`src/rtl/pc_unit_pkg.sv`:
```
// rtl/pc_unit_pkg.sv - pc_unit shared constants: FSM encodings, PC increment, alignment mask
package pc_unit_pkg;

  localparam logic [1:0] ST_BOOT = 2'd0;
  localparam logic [1:0] ST_RUN  = 2'd1;
  localparam logic [1:0] ST_HALT = 2'd2;

  localparam int unsigned PC_INC        = 4;
  localparam logic [1:0]  PC_ALIGN_MASK = 2'b11;

endpackage

```
`src/rtl/pc_ras.sv`:
```
// rtl/pc_ras.sv - circular return-address stack; a push when full overwrites the oldest entry
module pc_ras #(
  parameter int DEPTH = 4,
  parameter int NB    = 32
) (
  input  logic          clk,
  input  logic          i_rst_n,
  input  logic          i_push,
  input  logic          i_pop,
  input  logic [NB-1:0] i_data,
  output logic [NB-1:0] o_top,
  output logic          o_empty,
  output logic          o_full
);

  localparam int AW = $clog2(DEPTH);

  logic [NB-1:0] r_mem [DEPTH];
  logic [AW-1:0] r_wr_ptr;
  logic [AW:0]   r_count;
  logic [AW-1:0] w_top_idx;

  assign w_top_idx = r_wr_ptr - AW'(1);
  assign o_top     = r_mem[w_top_idx];
  assign o_empty   = (r_count == '0);
  assign o_full    = (r_count == (AW+1)'(DEPTH));

  // Push together with pop reuses the slot just freed, so pointer and count stay put
  always_ff @(posedge clk) begin
    if (i_push) r_mem[i_pop ? w_top_idx : r_wr_ptr] <= i_data;
  end

  always_ff @(posedge clk or negedge i_rst_n) begin
    if (!i_rst_n) begin
      r_wr_ptr <= '0;
      r_count  <= '0;
    end else if (i_push && !i_pop) begin
      r_wr_ptr <= r_wr_ptr + AW'(1);
      if (!o_full) r_count <= r_count + (AW+1)'(1);
    end else if (i_pop && !i_push) begin
      r_wr_ptr <= w_top_idx;
      r_count  <= r_count - (AW+1)'(1);
    end
  end

endmodule

```
`src/rtl/pc_unit.sv`:
```
// rtl/pc_unit.sv - fetch PC generator with BOOT/RUN/HALT FSM; RAS built only when PC_UNIT_RAS_EN is defined
module pc_unit
  import pc_unit_pkg::*;
#(
  parameter int               NB_PC        = 32,
  parameter logic [NB_PC-1:0] RESET_VECTOR = '0,
  parameter int               RAS_DEPTH    = 4
) (
  input  logic             clk,
  input  logic             i_rst_n,
  input  logic             i_stall,
  input  logic             i_redirect,
  input  logic [NB_PC-1:0] i_redirect_pc,
  input  logic             i_halt,
  input  logic             i_resume,
  input  logic             i_call,
  input  logic             i_ret,
  output logic [NB_PC-1:0] o_pc,
  output logic [NB_PC-1:0] o_pc_seq,
  output logic             o_valid,
  output logic             o_halted,
  output logic             o_ras_empty
);

  logic [1:0]       r_state;
  logic [1:0]       w_state_nxt;
  logic [NB_PC-1:0] r_pc;
  logic [NB_PC-1:0] w_pc_nxt;
  logic [NB_PC-1:0] w_pc_seq;
  logic [NB_PC-1:0] w_redirect_pc;
  logic [NB_PC-1:0] w_ras_top;
  logic             w_ras_empty;
  logic             w_advance;
  logic             w_pop;

  assign w_pc_seq      = r_pc + NB_PC'(PC_INC);
  assign w_redirect_pc = i_redirect_pc & ~NB_PC'(PC_ALIGN_MASK);
  assign w_advance     = (r_state == ST_RUN) & ~i_redirect & ~i_halt & ~i_stall;
  assign w_pop         = w_advance & i_ret & ~w_ras_empty;

`ifdef PC_UNIT_RAS_EN
  logic w_push;
  logic w_unused_full;

  assign w_push = w_advance & i_call;

  pc_ras #(
    .DEPTH (RAS_DEPTH),
    .NB    (NB_PC)
  ) u_ras (
    .clk     (clk),
    .i_rst_n (i_rst_n),
    .i_push  (w_push),
    .i_pop   (w_pop),
    .i_data  (w_pc_seq),
    .o_top   (w_ras_top),
    .o_empty (w_ras_empty),
    .o_full  (w_unused_full)
  );
`else
  logic w_unused_call;

  assign w_unused_call = i_call;
  assign w_ras_top     = '0;
  assign w_ras_empty   = 1'b1;
`endif

  always_comb begin
    w_state_nxt = r_state;
    w_pc_nxt    = r_pc;
    case (r_state)
      ST_BOOT: w_state_nxt = ST_RUN;
      ST_RUN: begin
        if (i_redirect) begin
          w_pc_nxt = w_redirect_pc;
          if (i_halt) w_state_nxt = ST_HALT;
        end else if (i_halt) begin
          w_state_nxt = ST_HALT;
        end else if (!i_stall) begin
          w_pc_nxt = w_pop ? w_ras_top : w_pc_seq;
        end
      end
      ST_HALT: begin
        // A debugger "set PC" keeps the core halted; resume only applies without it
        if (i_redirect)                w_pc_nxt    = w_redirect_pc;
        else if (i_resume && !i_halt)  w_state_nxt = ST_RUN;
      end
      default: w_state_nxt = ST_BOOT;
    endcase
  end

  always_ff @(posedge clk or negedge i_rst_n) begin
    if (!i_rst_n) begin
      r_state <= ST_BOOT;
      r_pc    <= RESET_VECTOR;
    end else begin
      r_state <= w_state_nxt;
      r_pc    <= w_pc_nxt;
    end
  end

  assign o_pc        = r_pc;
  assign o_pc_seq    = w_pc_seq;
  assign o_valid     = (r_state == ST_RUN);
  assign o_halted    = (r_state == ST_HALT);
  assign o_ras_empty = w_ras_empty;

endmodule

```
`config.mk`:
```
export PLATFORM = sky130hd
export DESIGN_NAME = pc_unit
export DESIGN_NICKNAME = d
export VERILOG_FILES = /design/src/rtl/pc_unit_pkg.sv /design/src/rtl/pc_ras.sv /design/src/rtl/pc_unit.sv
export SDC_FILE = /design/constraint.sdc
export NUM_CORES = 1
export LEC_CHECK = 0
export BUFFER_PORTS_ARGS = -buffer_cell sky130_fd_sc_hd__buf_2
export CAP_MARGIN = 10
export CORE_ASPECT_RATIO = 0.8
export CORE_MARGIN = 10
export CORE_UTILIZATION = 47
export CTS_CLUSTER_DIAMETER = 120
export CTS_CLUSTER_SIZE = 8
export DETAILED_ROUTE_END_ITERATION = 16
export HOLD_SLACK_MARGIN = 0.08
export PLACE_DENSITY = 0.8
export SYNTH_ARGS = -nofsm -noshare
export SYNTH_HDL_FRONTEND = slang
export SYNTH_SLANG_ARGS = --single-unit
```
`constraint.sdc`:
```
create_clock -name clk -period 2.19 [get_ports clk]
set_input_delay 0.438 -clock clk [delete_from_list [all_inputs] [get_ports clk]]
set_output_delay 0.438 -clock clk [all_outputs]
set_load 0.02 [all_outputs]
```
==> summary.md, run 1 <==
| Metric | Value |
|---|---|
| R2r setup slk | `160 ps` |
| First-pass GRT wire length | `approximately 13,000 µm` |
| Failing checks | `setup timing` |
| Wire length on met3 | `approximately 880 µm` |
| Main combinational cell family by area after synthesis | `simple AND/OR/NAND/NOR gates` |
| FFs w/ async S/R, synth | `100.0%` |
| Clk_lat worst skew | `290 ps` |
| Bufs on Longest Clock Path | `2` |
| Max Freq | `approximately 400 MHz` |
| Endpoints failing hold | `0` |
| Setup tns final | `-4159 ps` |
| Post-Synth Adder-Cell Area | `less than 1%` |
| DRC | `0` |
| Max Transition Viols Final | `0` |
| Clk sinks | `32` |
| CTS tree | `built` |
| IO buf count | `97` |
| HP Class | `in -> async` |
| Drt first-iter violations | `between 200 and 300` |
| WP data arrival | `just over 2000 ps` |
| Global-route usage over all layers | `19.24%` |
| Fin crit period | `roughly 2500 ps` |
| Vias in the first global route | `2,660` |
| Layout fillers | `263` |
| Average wire per standard cell | `a little under 20 µm` |
| Max Used Layer | `met4` |
| Crit Path Max Fanout | `6` |
| Crit-path slowest cell | `dfrtp_2` |
| Initial Util | `49.52%` |
| Final setup viols | `22` |
| IO Pins | `approximately 110` |
| Skew final | `about 9 ps` |
| Status | `finished, violations left` |
| Library cells used by synthesis | `46` |
| Layout cell share with drive strength beyond 1 | `a little over half` |
| CP top delay family | `simple AND/OR/NAND/NOR gates` |
| CORE AREA | `approximately 4700 µm²` |
| DPL Wire Length | `6005 µm` |
| WL met1 | `around 3800 µm` |
| Place WS | `48.71 ps` |
| Detailed-route via count | `about 3,000` |
| N_diodes | `0` |
| WHS | `213.0 ps` |
| Die Wd | `about 98 µm` |
| First-pass detailed-route iteration total | `5` |
| Most used cell, CP | `buf_4` |
| Pwr dens | `approximately 1600 nW/µm²` |
| Synth warn | `0` |
| LEAKAGE | `roughly 0.0017 µW` |
| Antenna Nets Post-Route | `0` |
| GPL Wtd Cong | `0.8120` |
| CTS buffer count | `5` |
| Tot Pwr | `6036 µW` |
| Post-layout net count | `470` |
| Startpoint type of the worst setup path | `register` |
| Worst-margin pin slew | `756.9 ps` |
| Xor-xnor portion of the synthesized cell area | `between 10 and 15%` |
| Simple-gate share of the synthesized area | `23.79%` |
| Clk root buf | `clkbuf_8` |
| Total gr overflow | `0` |
| Sequential share of the synthesized area | `34.76%` |
| Ratio of final minimum period to clock period | `113.8%` |
| Post-CTS Hold Buffers | `0` |
| Antenna violations before repair | `0` |
| Top_reg_cell synth | `dfrtp_1` |
| Mapped cell area | `roughly 2300 µm²` |
| Largest net degree at the start of global routing | `36` |
| CTS H-Tree Depth | `2` |
| Critical path cell sequence | `nand4_4 > nor4_2 > buf_4 > buf_4 > nand3_4 > xnor2_2 > buf_4` |
| Critical path type | `reg -> out` |
| Crit path buffers/inverters | `3` |
| Post-synth EDFFs | `0` |
| RSZ-0062 raised after global routing | `yes` |
| WL final | `slightly below 10,000 µm` |
| Site row count | `22` |
| Worst rel slew slack | `49.54%` |
| Compound-Gate Fraction of Synth Area | `between 20% and 30%` |
| Post-layout util | `between 80% and 90%` |
| Die ar. | `8119 µm²` |
| Max-Cap Viols | `0` |
| Synth-to-layout area growth | `62.30%` |
| Worst-path clk slew | `70 ps` |
| CP max stage delay | `~400 ps` |
| Worst IR drop on VDD | `between 1 and 1.5 mV` |
| Met2 routed WL | `4725 µm` |
| #FFs+latches synth | `32` |
| Post-synthesis mux area share | `0.4345%` |
| Post-DR vias/cell | `6.088` |
| Final setup margin | `-303.2 ps` |
| Required @ worst endpoint | `about 1800 ps` |
| Mapped Cells | `about 280` |
| Crit end category | `output pin` |
| Avg Cell Area, Syn | `~8.3 µm²` |
| Die height | `82.62 µm` |
-- placed cells by master, fill, tap and decap left out, drive strengths merged, types with 2 or more instances in the layout --
cell type	count
a21oi	31
a22oi	2
a2bb2oi	12
and2	2
and3	6
and4	2
buf	162
clkbuf	6
clkinv	2
conb	5
dfrtp	32
inv	6
nand2	35
nand3	16
nand4	11
nor2	14
nor2b	2
nor3	4
nor4	3
o21a	2
o21ai	11
o22ai	17
o311ai	5
xnor2	25
xor2	4
-- flip-flops by register name, indices dropped and copies added, names as in the netlist --
register,count
o_pc,30
r_state,2
-- cells in the mapped netlist (2+ instances only) --
library cell | instances | area share, %
o21a_1 | 2 | 0.65
xnor2_1 | 25 | 9.5
o21ai_0 | 11 | 2.4
nor2_1 | 13 | 2.1
a22oi_1 | 2 | 0.65
and3_1 | 6 | 1.6
and2_1 | 2 | 0.54
and4_1 | 2 | 0.76
o22ai_1 | 17 | 4.6
conb_1 | 2 | 0.33
nand4_1 | 9 | 2.4
buf_2 | 5 | 1.1
nor3_1 | 4 | 0.87
o311ai_1 | 4 | 1.5
a21oi_1 | 31 | 6.7
nand2_1 | 35 | 5.7
xor2_1 | 4 | 1.5
nand3_1 | 15 | 3.3
buf_4 | 5 | 1.6
a2bb2oi_1 | 12 | 4.6
inv_1 | 6 | 0.98
nor2b_1 | 2 | 0.54
clkbuf_1 | 10 | 1.6
dfrtp_1 | 32 | 35
-- routing by layer --
layer,GRT usage [%],vias to the layer above
met4,5.714,0
met3,4.979,43
met5,0,-
met1,24.69,1430
met2,31.58,198
li1,-,1312
-- stage by stage --
| step | instance area, µm² | instances |
|---|---|---|
| after floorplan | 2447 | 281 |
| after global placement | 3189 | 451 |
| after detailed placement | 3189 | 451 |
| after CTS | 3490 | 473 |
| after global routing | 3739 | 490 |
| final | 3739 | 490 |
-- repair_timing --
| item | CTS | global route |
|---|---|---|
| setup endpoints to repair | 22 | 24 |
| setup buffers | 14 | 17 |
| gates resized for setup | 33 | 30 |
| pin swaps | 15 | 14 |
-- power by group --
group	switching, µW	internal [µW]
clock network	240	251
registers	356	898
logic	2520	1770
-- cell families after synthesis --
| logic type | after synthesis |
|---|---|
| AO/OA/AOI/OAI | 86 |
| XOR/XNOR | 29 |
| adder cells (fa/ha/maj) | 1 |
| buffers and inverters | 27 |
| flip-flops | 32 |
| multiplexers | 1 |
| other | 2 |
| AND/OR/NAND/NOR | 100 |
-- area by class of cell --
class | count | area [µm²] | area share, %
clock buffers | 6 | 82.58 | 2.209
clock inverters | 2 | 10.01 | 0.2677
inverters | 6 | 22.52 | 0.6024
multi-input cells | 222 | 1663 | 44.48
flip-flops and latches | 32 | 809.5 | 21.65
well taps | 60 | 75.07 | 2.008
repair buffers | 162 | 1076 | 28.78
-- final timing paths --
kind | start | endpoint | depth (start not counted)
min in group clk | i_redirect_pc[11] | o_pc[11] | 3
hold reg to reg | r_state[1] | r_state[0] | 1
max in group asynchronous | i_rst_n | o_pc[5] | 1
setup reg to reg | r_state[1] | o_pc[30] | 4
hold / removal | i_rst_n | o_pc[30] | 1
setup / recovery | o_pc[7] | o_pc_seq[28] | 7
Power figures use the tool's default switching activity.
==> run 2, diff against run 1 <==
--- a/config.mk
+++ b/config.mk
@@ -8,7 +8,8 @@
 export BUFFER_PORTS_ARGS = -buffer_cell sky130_fd_sc_hd__buf_2
 export CAP_MARGIN = 10
-export CORE_ASPECT_RATIO = 0.8
+export CORE_ASPECT_RATIO = 1.5
 export CORE_MARGIN = 10
 export CORE_UTILIZATION = 47
+export CTS_BUF_LIST = sky130_fd_sc_hd__clkbuf_16
 export CTS_CLUSTER_DIAMETER = 120
 export CTS_CLUSTER_SIZE = 8
==> constraint.sdc (replaced) <==
create_clock -name clk -period 2.19 [get_ports clk]
set_input_delay 0.219 -clock clk [delete_from_list [all_inputs] [get_ports clk]]
set_output_delay 0.219 -clock clk [all_outputs]
set_load 0.02 [all_outputs]
==> summary.md, run 2 (synthesized netlist as in run 1, its figures left out) <==
| Metric | Value |
|---|---|
| Clk sinks | `32 (unchanged)` |
| Dpl cell area | `2900 µm² (-9.1%)` |
| Final setup margin | `-22.11 ps (+281.1 ps)` |
| Endpoints failing hold | `0 (unchanged)` |
| Average wire per standard cell | `17.28 µm (-13%)` |
| Place WS | `108.2 ps (+59.50 ps)` |
| Worst setup path startpoint | `o_pc[7]` |
| WP data arrival | `1990 ps (-70 ps)` |
| Initial Util | `47.89% (-1.6 points)` |
| Crit end category | `output pin` |
| Post-DR vias/cell | `5.620 (-7.7%)` |
| DRC | `0 (unchanged)` |
| HP Class | `in -> reg` |
| Site row count | `31 (+41%)` |
| Status | `finished, violations left` |
| IO buf count | `97 (unchanged)` |
| Die height | `105.7 µm (+28%)` |
| Post-layout net count | `433 (-7.9%)` |
| Worst-margin pin slew | `762.3 ps (+5.421 ps)` |
| Max Transition Viols Final | `0 (unchanged)` |
| CTS H-Tree Depth | `2 (unchanged)` |
| Worst reg2reg path depth | `4 (unchanged)` |
| Antenna Nets Post-Route | `0 (unchanged)` |
| Ratio of final minimum period to clock period | `101.0% (-13 points)` |
| CORE AREA | `4810 µm² (+3.4%)` |
| R2r setup slk | `300 ps (+140 ps)` |
| DPL Wire Length | `5754 µm (-4.2%)` |
| Clk_lat worst skew | `280 ps (about the same)` |
| Failing checks | `setup timing` |
| Detailed-route via count | `2,574 (-14%)` |
| CTS buffer count | `5 (unchanged)` |
| N_diodes | `0 (unchanged)` |
| Total gr overflow | `0 (unchanged)` |
| Worst IR drop on VDD | `0.8054 mV (-20%)` |
| Max reg flops | `30 (unchanged)` |
| Fin crit period | `2212 ps (-281.1 ps)` |
| Most common cell after layout, fill and taps aside | `buf_2` |
| Max-Cap Viols | `0 (unchanged)` |
| Antenna violations before repair | `0 (unchanged)` |
| Clk root buf | `clkbuf_16` |
| WHS | `141.5 ps (-71.53 ps)` |
| Critical path type | `reg -> out` |
| Design area | `3247 µm² (-13%)` |
| First-pass GRT wire length | `12,230 µm (-5.9%)` |
| Crit Path Max Fanout | `7 (+1)` |
| Pwr dens | `1674 nW/µm² (+3.7%)` |
| Die ar. | `8159 µm² (+0.50%)` |
| Vias in the first global route | `2,507 (-5.8%)` |
| Startpoint type of the worst setup path | `register` |
| Largest net degree at the start of global routing | `65 (+81%)` |
| First-pass detailed-route iteration total | `4 (-1)` |
| Global-route usage over all layers | `17.77% (-1.5 points)` |
| Required @ worst endpoint | `1970 ps (+220 ps)` |
| WL final | `7915 µm (-19%)` |
| IO Pins | `107 (unchanged)` |
| Skew final | `5.711 ps (-3.080 ps)` |
| LEAKAGE | `0.001441 µW (-17%)` |
| GPL Wtd Cong | `0.7830 (-3.6%)` |
| Synth-to-layout area growth | `40.96%` |
| Worst Setup EP | `o_pc_seq[26]` |
| Worst-path clk slew | `50 ps (-20 ps)` |
| Final setup viols | `1 (-95%)` |
| Worst rel slew slack | `49.18% (-0.36 points)` |
| Die Wd | `77.16 µm (-21%)` |
| Drt first-iter violations | `94 (-67%)` |
| Layout cell share with drive strength beyond 1 | `40.31% (-12 points)` |
| RSZ-0062 raised after global routing | `yes` |
| Bufs on Longest Clock Path | `2 (unchanged)` |
| Post-layout util | `67.51% (-13 points)` |
| Leading cell types in the layout, fill and taps excluded | `89 x buf_2, 33 x nand2_1, 33 x buf_4, 31 x a21oi_1` |
| Reg-to-Reg Start | `r_state[1]` |
| Reg-to-reg critical path endpoint | `o_pc[16]` |
| CTS tree | `built` |
| Max Freq | `452.1 MHz (+13%)` |
-- run 2: cell count changes in the layout (fill, tap and decap cells not counted), moves of 6 or more --
cell      change
buf_4        -46
buf_2        +14
xnor2_1      +14
xnor2_2      -14
clkbuf_8      -6
-- run 2: how the worst min path moves through the flow --
| stage | from | endpoint | slack, ps | cells past startpoint |
|---|---|---|---|---|
| final | i_redirect_pc[11] | o_pc[11] | 140 | 3 |
| after CTS | i_redirect_pc[11] | o_pc[11] | 140 | 3 |
| after global routing | i_redirect_pc[11] | o_pc[11] | 150 | 3 |
| after detailed placement | i_rst_n | o_pc[3] | 320 | 1 |
| after global placement | i_rst_n | o_pc[3] | 320 | 1 |
| after floorplan | i_rst_n | o_pc[10] | -80 | 0 |
-- run 2: area by class of cell --
class | instances | area (µm²)
multi-input cells | 222 | 1461
well taps | 66 | 82.58
repair buffers | 125 | 734.5
fillers | 420 | 1563
inverters | 6 | 22.52
flip-flops and latches | 32 | 812.0
clock inverters | 2 | 8.758
clock buffers | 5 | 125.1
-- run 2: per-stage QoR --
| stage | setup TNS [ps] | instances | total power (µW) |
|---|---|---|---|
| 6_report | -22.11 | 458 | 5436 |
| 5_1_grt | -579.1 | 458 | 5812 |
| 3_5_place_dp | 0 | 436 | 4523 |
| 2_1_floorplan | 0 | 281 | 3422 |
| 3_3_place_gp | 0 | 436 | 4425 |
| 4_1_cts | 0 | 448 | 5238 |
-- run 2: power by group --
group          internal [µW]  total, µW  switching [µW]
Clock                    407        641             234
Combinational           1360       3420            2060
Sequential               903       1370             469
-- run 2: critical path, cell delays in order (launching register included) --
cell	delay (ps)
dfrtp_2	420
nand4_4	190
nor4_4	310
buf_4	200
nand4_1	200
xnor2_1	230
buf_4	170
-- run 2: routing by layer --
metal	track usage, %	part of all wire (%)
met1	19.10	38
met2	32.19	52
met3	5.612	7.7
met4	5.236	2.0
met5	0	0
-- run 2: what timing repair did --
| action | in CTS | in global routing |
|---|---|---|
| hold buffers | 1 | 0 |
| pin swaps | 1 | 7 |
| buffers inserted | 4 | 10 |
| resized for setup | 8 | 22 |
| setup endpoints to repair | 17 | 16 |
| hold endpoints to repair | 32 | 0 |
